<file path="src/rtl/ultrasonic_pkg.sv">
// Shared types and default timing for the ultrasonic ranger controller.
package ultrasonic_pkg;

  typedef enum logic [2:0] {
    IDLE,
    TRIG,
    WAIT_RISE,
    MEASURE,
    HOLDOFF
  } state_t;

  typedef logic [15:0] tick_t;

  localparam int unsigned CLK_FREQ_HZ_DEF     = 27_000_000;
  localparam int unsigned TRIG_CYCLES_DEF     = 270;
  localparam int unsigned ECHO_TIMEOUT_US_DEF = 38000;
  localparam int unsigned HOLDOFF_US_DEF      = 60000;

  function automatic tick_t sat_inc(input tick_t v);
    return (v == '1) ? v : v + 16'd1;
  endfunction

endpackage

</file>
<file path="src/rtl/us_tick_gen.sv">
// Microsecond prescaler: counts 0..DIV-1 and flags the wrap cycle; clr_i restarts the count.
module us_tick_gen #(
  parameter int unsigned DIV = 27
) (
  input  logic clk,
  input  logic nrst,
  input  logic clr_i,
  output logic tick_o
);

  localparam int unsigned W = $clog2(DIV);
  localparam logic [W-1:0] LAST = W'(DIV - 1);

  logic [W-1:0] cnt_q, cnt_d;

  always_comb begin
    cnt_d = cnt_q + W'(1);
    if (clr_i || (cnt_q == LAST)) cnt_d = '0;
  end

  always_ff @(posedge clk or negedge nrst) begin
    if (!nrst) cnt_q <= '0;
    else       cnt_q <= cnt_d;
  end

  // Tick is not gated by clr_i so the FSM next-state logic stays loop-free.
  assign tick_o = (cnt_q == LAST);

endmodule

</file>
<file path="src/rtl/ultrasonic_ranger_ctrl.sv">
// HC-SR04 style ranger: issues trig, waits for echo, times the echo high width in us ticks.
// IDLE: wait start/auto | TRIG: trig high | WAIT_RISE: await echo | MEASURE: time echo | HOLDOFF: pace repeats
module ultrasonic_ranger_ctrl
  import ultrasonic_pkg::*;
#(
  parameter int unsigned CLK_FREQ_HZ     = CLK_FREQ_HZ_DEF,
  parameter int unsigned TICK_DIV        = CLK_FREQ_HZ / 1_000_000,
  parameter int unsigned TRIG_CYCLES     = TRIG_CYCLES_DEF,
  parameter int unsigned ECHO_TIMEOUT_US = ECHO_TIMEOUT_US_DEF,
  parameter int unsigned HOLDOFF_US      = HOLDOFF_US_DEF
) (
  input  logic        clk,
  input  logic        nrst,
  input  logic        start_i,
  input  logic        auto_en_i,
  input  logic        echo_i,
  output logic        trig_o,
  output logic        busy_o,
  output logic [15:0] result_us_o,
  output logic        result_valid_o,
  output logic        timeout_o
);

  localparam tick_t TRIG_LAST = tick_t'(TRIG_CYCLES - 1);
  localparam tick_t TO_LIM    = tick_t'(ECHO_TIMEOUT_US);
  localparam tick_t HO_LIM    = tick_t'(HOLDOFF_US);

  state_t state_q, state_d;
  logic   echo_meta_q, echo_s_q, echo_prev_q;
  logic   echo_rise, echo_fall;
  logic   entry, ho_clr, tick, ho_tick;
  tick_t  tick_cnt_q, tick_inc, ho_cnt_q, ho_inc, trig_cnt_q;
  tick_t  result_q, result_d;
  logic   trig_q, done_q, done_d, rv_q, rv_d, to_q, to_d;
  logic   to_hit, ho_done;

  always_ff @(posedge clk or negedge nrst) begin
    if (!nrst) begin
      echo_meta_q <= 1'b0;
      echo_s_q    <= 1'b0;
      echo_prev_q <= 1'b0;
    end else begin
      echo_meta_q <= echo_i;
      echo_s_q    <= echo_meta_q;
      echo_prev_q <= echo_s_q;
    end
  end

  assign echo_rise = echo_s_q & ~echo_prev_q;
  assign echo_fall = ~echo_s_q & echo_prev_q;

  assign entry  = (state_d != state_q);
  assign ho_clr = entry && (state_d == TRIG);

  us_tick_gen #(.DIV(TICK_DIV)) u_tick (
    .clk    (clk),
    .nrst   (nrst),
    .clr_i  (entry),
    .tick_o (tick)
  );

  // Holdoff has its own prescaler so its phase survives the per-state clears.
  us_tick_gen #(.DIV(TICK_DIV)) u_ho_tick (
    .clk    (clk),
    .nrst   (nrst),
    .clr_i  (ho_clr),
    .tick_o (ho_tick)
  );

  assign tick_inc = tick    ? sat_inc(tick_cnt_q) : tick_cnt_q;
  assign ho_inc   = ho_tick ? sat_inc(ho_cnt_q)   : ho_cnt_q;
  assign to_hit   = (tick_inc >= TO_LIM);
  assign ho_done  = (ho_inc >= HO_LIM);

  always_comb begin
    state_d  = state_q;
    result_d = result_q;
    rv_d     = 1'b0;
    to_d     = 1'b0;
    done_d   = done_q;
    case (state_q)
      IDLE: begin
        if (start_i || (auto_en_i && done_q)) state_d = TRIG;
      end
      TRIG: begin
        if (trig_cnt_q == TRIG_LAST) state_d = WAIT_RISE;
      end
      WAIT_RISE: begin
        if (echo_rise) begin
          state_d = MEASURE;
        end else if (to_hit) begin
          to_d    = 1'b1;
          state_d = HOLDOFF;
        end
      end
      MEASURE: begin
        // A fall coinciding with the limit still yields a valid width.
        if (echo_fall) begin
          result_d = tick_inc;
          rv_d     = 1'b1;
          state_d  = HOLDOFF;
        end else if (to_hit) begin
          to_d    = 1'b1;
          state_d = HOLDOFF;
        end
      end
      HOLDOFF: begin
        if (ho_done) state_d = auto_en_i ? TRIG : IDLE;
      end
      default: state_d = IDLE;
    endcase
    if ((state_q == HOLDOFF) && (state_d == IDLE)) done_d = 1'b1;
    if (ho_clr) done_d = 1'b0;
  end

  always_ff @(posedge clk or negedge nrst) begin
    if (!nrst) begin
      state_q    <= IDLE;
      tick_cnt_q <= '0;
      ho_cnt_q   <= '0;
      trig_cnt_q <= '0;
      result_q   <= '0;
      trig_q     <= 1'b0;
      done_q     <= 1'b0;
      rv_q       <= 1'b0;
      to_q       <= 1'b0;
    end else begin
      state_q    <= state_d;
      tick_cnt_q <= entry ? '0 : tick_inc;
      ho_cnt_q   <= ho_clr ? '0 : ho_inc;
      trig_cnt_q <= ((state_q == TRIG) && !entry) ? trig_cnt_q + 16'd1 : '0;
      result_q   <= result_d;
      trig_q     <= (state_d == TRIG);
      done_q     <= done_d;
      rv_q       <= rv_d;
      to_q       <= to_d;
    end
  end

  assign trig_o         = trig_q;
  assign busy_o         = (state_q != IDLE);
  assign result_us_o    = result_q;
  assign result_valid_o = rv_q;
  assign timeout_o      = to_q;

endmodule

</file>
<file path="config.mk">
export PLATFORM = sky130hd
export DESIGN_NAME = ultrasonic_ranger_ctrl
export DESIGN_NICKNAME = d
export VERILOG_FILES = /design/src/rtl/ultrasonic_pkg.sv /design/src/rtl/us_tick_gen.sv /design/src/rtl/ultrasonic_ranger_ctrl.sv
export SDC_FILE = /design/constraint.sdc
export NUM_CORES = 1
export LEC_CHECK = 0
export BUFFER_PORTS_ARGS = -buffer_cell sky130_fd_sc_hd__buf_4
export CAP_MARGIN = 20
export CORE_MARGIN = 1
export CORE_UTILIZATION = 31
export DETAILED_ROUTE_END_ITERATION = 10
export GPL_TIMING_DRIVEN = 0
export PLACE_DENSITY = 0.5
export SLEW_MARGIN = 10
export SYNTH_ARGS = -nofsm -noshare
export SYNTH_HDL_FRONTEND = slang
export SYNTH_SLANG_ARGS = --single-unit
</file>
<file path="constraint.sdc">
create_clock -name clk -period 3.4 [get_ports clk]
set_input_delay 0.51 -clock clk [delete_from_list [all_inputs] [get_ports clk]]
set_output_delay 0.51 -clock clk [all_outputs]
set_load 0.1 [all_outputs]
</file>
## Word-level counts from Yosys, hierarchy flattened

Index checks and enable logic that the tools add are counted.

- Reduce and logical (&&, ||, !) cells: 13
- $lt $le $gt $ge: 2
- Bitwise gates (word level): 4
- Mux-type cells: 25
- Add/sub/neg operators: 5
- Equal/unequal tests: 11

Operators with widths:

| kind | count |
|---|---|
| $mux 16 | 7 |
| $add 16x1->16 const B | 3 |
| $eq 16x16->1 const B | 2 |
| $ge 16x16->1 const B | 2 |
| $mux 3 | 6 |
| $eq 16x9->1 const B | 1 |
| $pmux 3 s5 | 1 |
| $add 5x1->5 const B | 2 |
| $eq 5x5->1 const B | 2 |
| $mux 5 | 2 |
| $mux 1 | 8 |
| $eq 3x1->1 const B | 2 |
| $eq 3x2->1 const B | 2 |
| $logic_not 3->1 | 2 |
| $logic_and 1x1->1 | 4 |
| $eq 3x3->1 const B | 1 |
| $logic_or 1x1->1 | 3 |
| $ne 3x3->1 | 1 |
| $reduce_bool 3->1 | 1 |
| $and 1x1->1 | 2 |
| $not 1->1 | 2 |
| $pmux 1 s2 | 1 |
| $reduce_and 2->1 | 1 |
| $reduce_bool 2->1 | 1 |
| $logic_not 1->1 | 1 |

- Output and inout port bits: 20
- Logic and storage cells: 74
- Input bits: 5
- Register bits after elaboration: 84

## Depth between registers and ports, before layout

- Depth after elaboration: 11
- Mapped depth: 13

## By module

From an unflattened synthesis, not the netlist that was laid out.

- Cells, all modules: 460
- Area, all modules: 4573.1 um^2

Modules (own cells, without submodules):

| module | area an instance (um^2) | cells an instance | instances |
|---|---|---|---|
| ultrasonic_ranger_ctrl | 4005.1 | 416 | 1 |
| us_tick_gen | 284.0 | 22 | 2 |

## Worst setup path after synthesis

No wires, ideal clock.

- Kind: register -> register
- From: register u_tick.cnt_q[0]
- To: register ho_cnt_q[9]
- Buffers on the path: 1
- Arrival: 3053 ps
- Stages on the path, launching flop included: 13
- Required time: 3281 ps
- Setup slack: 228 ps
- Library setup time: 119 ps
- Period minus slack after synthesis: 3172 ps
- Path through: dfrtp_1 -> inv_1 -> ha_1 -> nand4b_4 -> or4_4 -> o211a_1 -> o32ai_1 -> a31oi_1 -> a21o_1 -> o31a_1 -> nor4_4 -> buf_6 -> o21ba_1

- Word-level cells in the longest chain between the ends: 9

Ends and longest elaborated chain:

| what | RTL line | RTL |
|---|---|---|
| start: declaration | us_tick_gen.sv:14 | `logic [W-1:0] cnt_q, cnt_d;` |
| start signal: assignment | us_tick_gen.sv:23 | `else cnt_q <= cnt_d;` |
| $eq 5x5->1 * | us_tick_gen.sv:27 | `assign tick_o = (cnt_q == LAST);` |
| $mux 16 * | ultrasonic_ranger_ctrl.sv:70 | `assign tick_inc = tick ? sat_inc(tick_cnt_q) : tick_cnt_q;` |
| $ge 16x16->1 * | ultrasonic_ranger_ctrl.sv:72 | `assign to_hit = (tick_inc >= TO_LIM);` |
| $mux 3 * | ultrasonic_ranger_ctrl.sv:91, ultrasonic_ranger_ctrl.sv:102 |  |
| $mux 3, on equally long branches | ultrasonic_ranger_ctrl.sv:98, ultrasonic_ranger_ctrl.sv:89 |  |
| $pmux 3 s5 * | ultrasonic_ranger_ctrl.sv:81 | `case (state_q)` |
| $ne 3x3->1 / $eq 3x1->1 (equally long branches) | ultrasonic_ranger_ctrl.sv:52, ultrasonic_ranger_ctrl.sv:53 |  |
| $logic_and 1x1->1 * | ultrasonic_ranger_ctrl.sv:53 | `assign ho_clr = entry && (state_d == TRIG);` |
| $mux 16 * | ultrasonic_ranger_ctrl.sv:130 | `ho_cnt_q <= ho_clr ? '0 : ho_inc;` |
| end signal: assignment | ultrasonic_ranger_ctrl.sv:130 |  |
| end: declaration | ultrasonic_ranger_ctrl.sv:32 | `tick_t tick_cnt_q, tick_inc, ho_cnt_q, ho_inc, trig_cnt_q;` |

Mark *: on every way between the ends. The rest lies on a longest branch, timed or not.
A chain may end at the register's enable or synchronous reset.

## Worst setup path in the final report

Ends and elaborated chain as after synthesis.

==> flow_metrics.env <==
export IMPL_status="complete, no violations"
export IMPL_ant_nets=0
export IMPL_clk_latency_ns=0.35
export IMPL_slew_limit_headroom_pct=58.6
export IMPL_seqPwrFrac_pct=49.6
export IMPL_clkPwrFrac_pct=49.0
export IMPL_routedWlPerCell_um=15.8
export IMPL_dp_hpwl_mm=7.90
export IMPL_dp_cells=708
export IMPL_vias_per_cell=5.34
export IMPL_portBuffers=24
export IMPL_peakVddDrop_v=0.000190
export IMPL_fmax_mhz=306
export IMPL_post_layout_nonfiller_instances=735
export IMPL_grt_max_degree=85
export IMPL_gr_max_usage_layer="met2"
export IMPL_netlist_area_mm2=0.00477
export IMPL_core_area_mm2=0.0148
export IMPL_layout_drive_gt1_share_pct=21.2
export IMPL_grt_pass1_vias=3951
export IMPL_multi_input_area_mm2=0.00270
export IMPL_first_pass_iters=4
export IMPL_final_period_utilization_pct=96.1
export IMPL_max_cap_viol_count=0
export IMPL_drc=0
export IMPL_grtUsageMet1_pct=20.0
export IMPL_place_gp_congestion=0.888
export IMPL_antenna_found_initial=0
export IMPL_area_growth_synth_to_final_pct=21.9
export IMPL_start_kind="flop"
export IMPL_internal_power_mw=1.58
export IMPL_first_iter_violations=151
export IMPL_grt_pass1_wl_mm=19.8
export IMPL_drv_slew=0
export IMPL_grtUsageMet3_pct=2.93
export IMPL_use_met2_pct=25.9
export IMPL_switching_share_pct=21.8
export IMPL_combinationalPowerShare_pct=1.4
export IMPL_leakagePower_nw=2.42
export IMPL_ys_seq_elements=84
export IMPL_cts_tree="built"
export IMPL_nFillCells=1480
export IMPL_worst_ep_required_time_ns=3.63
export IMPL_vias=3923
export IMPL_io_pins=25
export IMPL_clk_pin_slew_ns=0.07
export IMPL_die_y_um=126
export IMPL_n_antenna_cell=0
export IMPL_finalHoldViolations=0
export IMPL_drt_total_wl_mm=11.6
export IMPL_grt_overflow_total=0
export IMPL_rrSetupSlack_ns=0.13
export IMPL_worst_pin_slew_ns=0.615
export IMPL_crit_arrival_ns=3.50
export IMPL_worstHoldPathType="input port to async pin"
export IMPL_seq_area_frac_synth_pct=44.1
export IMPL_cts_buffer_depth=2
export IMPL_finalCriticalPeriod_ns=3.27
export IMPL_ys_async_sr_fraction_pct=100
export IMPL_cts_inserted_buffers=9
export IMPL_p_per_area_mw_per_mm2=348
export IMPL_p_sw_mw=0.440
export IMPL_finalSetupViolCount=0
export IMPL_worst_path_max_fanout=5
export IMPL_ys_types=60
export IMPL_regArea_mm2=0.00210
export IMPL_start_util_pct=32.3
export IMPL_synthesis_instances=500
export IMPL_synth_warnings=0
export IMPL_rsz0062_at_grt="yes"
export IMPL_worstSetupPathType="flop to flop"
export IMPL_rows=44
export IMPL_syn_num_nets=513
export IMPL_htree_num_levels=3
export IMPL_dieWidth_um=126
export IMPL_skew_ns=0.00846
export IMPL_placed_area_mm2=0.00518
export IMPL_nNetsFinal=559
export IMPL_synth_avg_cell_area_um2=9.53
export IMPL_die_area_mm2=0.0159
export IMPL_holdBufCountCts=0
export IMPL_postLayoutCellArea_mm2=0.00581
export IMPL_ys_flop_type="dfrtp_1"
export IMPL_cts_root_buf="clkbuf_16"
export IMPL_clock_sinks=84
export IMPL_endpoint_kind="flop"
export IMPL_grt_usage_pct=15.6
export IMPL_tns_ns=0
export IMPL_synth_edff_count=0
==> state kept, by name, summed over array words and instances, names as in the netlist <==
name             flops
echo_prev_q          1
u_tick.cnt_q         5
ho_cnt_q            16
state_q              3
timeout_o            1
result_us_o         16
tick_cnt_q          16
trig_o               1
result_valid_o       1
echo_s_q             1
u_ho_tick.cnt_q      5
echo_meta_q          1
trig_cnt_q          16
done_q               1
==> critical path, stage by stage, from the launching register on <==
cell and delay [ns]:
dfrtp_1 0.40, inv_2 0.08, ha_4 0.15, nand4b_4 0.14, or4_4 0.58, o211a_1 0.26, o32ai_4 0.24, a31oi_4 0.14
a21o_1 0.24, o31a_1 0.32, nor4_4 0.15, buf_4 0.19, buf_6 0.13, o21ba_1 0.14
==> final timing paths <==
path / from / end / cells after the start
setup / recovery: u_tick.cnt_q[0] / ho_cnt_q[9] / 13
hold / removal: nrst / tick_cnt_q[14] / 1
setup reg to reg: u_tick.cnt_q[0] / ho_cnt_q[9] / 13
hold reg to reg: echo_meta_q / echo_s_q / 0
max in group asynchronous: nrst / done_q / 2
min in group clk: echo_i / echo_meta_q / 1
==> synth_stat cells, types with 11 or more instances <==
master    number  area share, %
mux2_2        16            3.8
nand3_1       29            3.0
and3_1        11            1.4
nor3_1        17            1.8
clkbuf_1      16            1.3
nand2_1       41            3.2
a21oi_1       18            1.9
nand4_1       15            2.0
dfrtp_1       84             44
xnor2_1       15            2.8
nor2_1        52            4.1
a21boi_0      15            2.4
inv_1         13            1.0
xor2_1        18            3.3
==> through the flow <==
stage	hold WS, ns	utilization [%]	power, mW	setup WS (ns)
2_1_floorplan	0.214	-	1.02	0.228
3_3_place_gp	0.332	35.1	1.05	-0.290
5_1_grt	0.0661	39.4	2.10	-0.0312
6_report	0.0542	39.4	2.02	0.133
4_1_cts	0.255	38.0	2.05	-0.00762
3_5_place_dp	0.335	35.1	1.05	-0.343
==> layout by cell type, fill, tap and decap left out, types with 4 or more instances in the layout <==
master      n
nor4_1      4
or3_1       6
nand4_1    15
a21boi_0   15
nand2_1    41
o21ai_0     8
ha_1        5
o211ai_1    4
o31ai_1     5
buf_2       5
and3_1     11
nor3b_1     4
clkbuf_1   11
a31oi_1     8
nor2b_1     4
a21oi_1    16
nor2_1     51
nor4_4      4
mux2_2     16
a211oi_1    8
xor2_1     17
buf_4      40
mux2i_1     7
inv_1      12
dfrtp_1    84
clkbuf_16   9
nor3_1     15
xnor2_1    15
nand3_1    28
==> power by group through the flow <==
stage                     Combinational (mW)  Clock, mW  Sequential (mW)
final                                 0.0292      0.990             1.00
after floorplan                      0.00194          0             1.02
after global routing                  0.0344       1.06             1.00
after CTS                             0.0276       1.02             1.00
after global placement                0.0275          0             1.02
after detailed placement              0.0276          0             1.02
==> logic make-up (layout without fill, tap and decap cells) <==
family,Yosys count,in the layout,share of synthesized area (%)
AOI/OAI and AO/OA,99,99,14.7
xor gates and xnor gates,33,33,6.06
adders and majority gates,8,8,2.10
muxes,23,23,5.25
DFF,84,84,44.1
and+or+nand+nor,214,214,24.3
buffers and inverters,39,90,3.49
==> what timing repair did <==
item                       CTS  global route
gates resized for setup     20            24
gates cloned                 1             0
setup endpoints to repair   43            41
hold endpoints to repair     0             0
pin swaps                    3            15
setup buffers                6             8
==> cell type report <==
cell class	instances	share of cell area, %
clock buffer	11	4.01
buffer	21	2.05
inverter	13	0.840
clock inverter	5	1.08
timing repair buffer	40	5.47
multi-input combinational	377	46.4
sequential	84	36.2
tap	184	3.96
==> metal layers <==
layer | share of wire, % | vias up
li1 | - | 1924
met5 | 0 | -
met2 | 47 | 70
met4 | 1.7 | 0
met1 | 48 | 1913
met3 | 3.1 | 16
(Power assumes the default switching activity.)
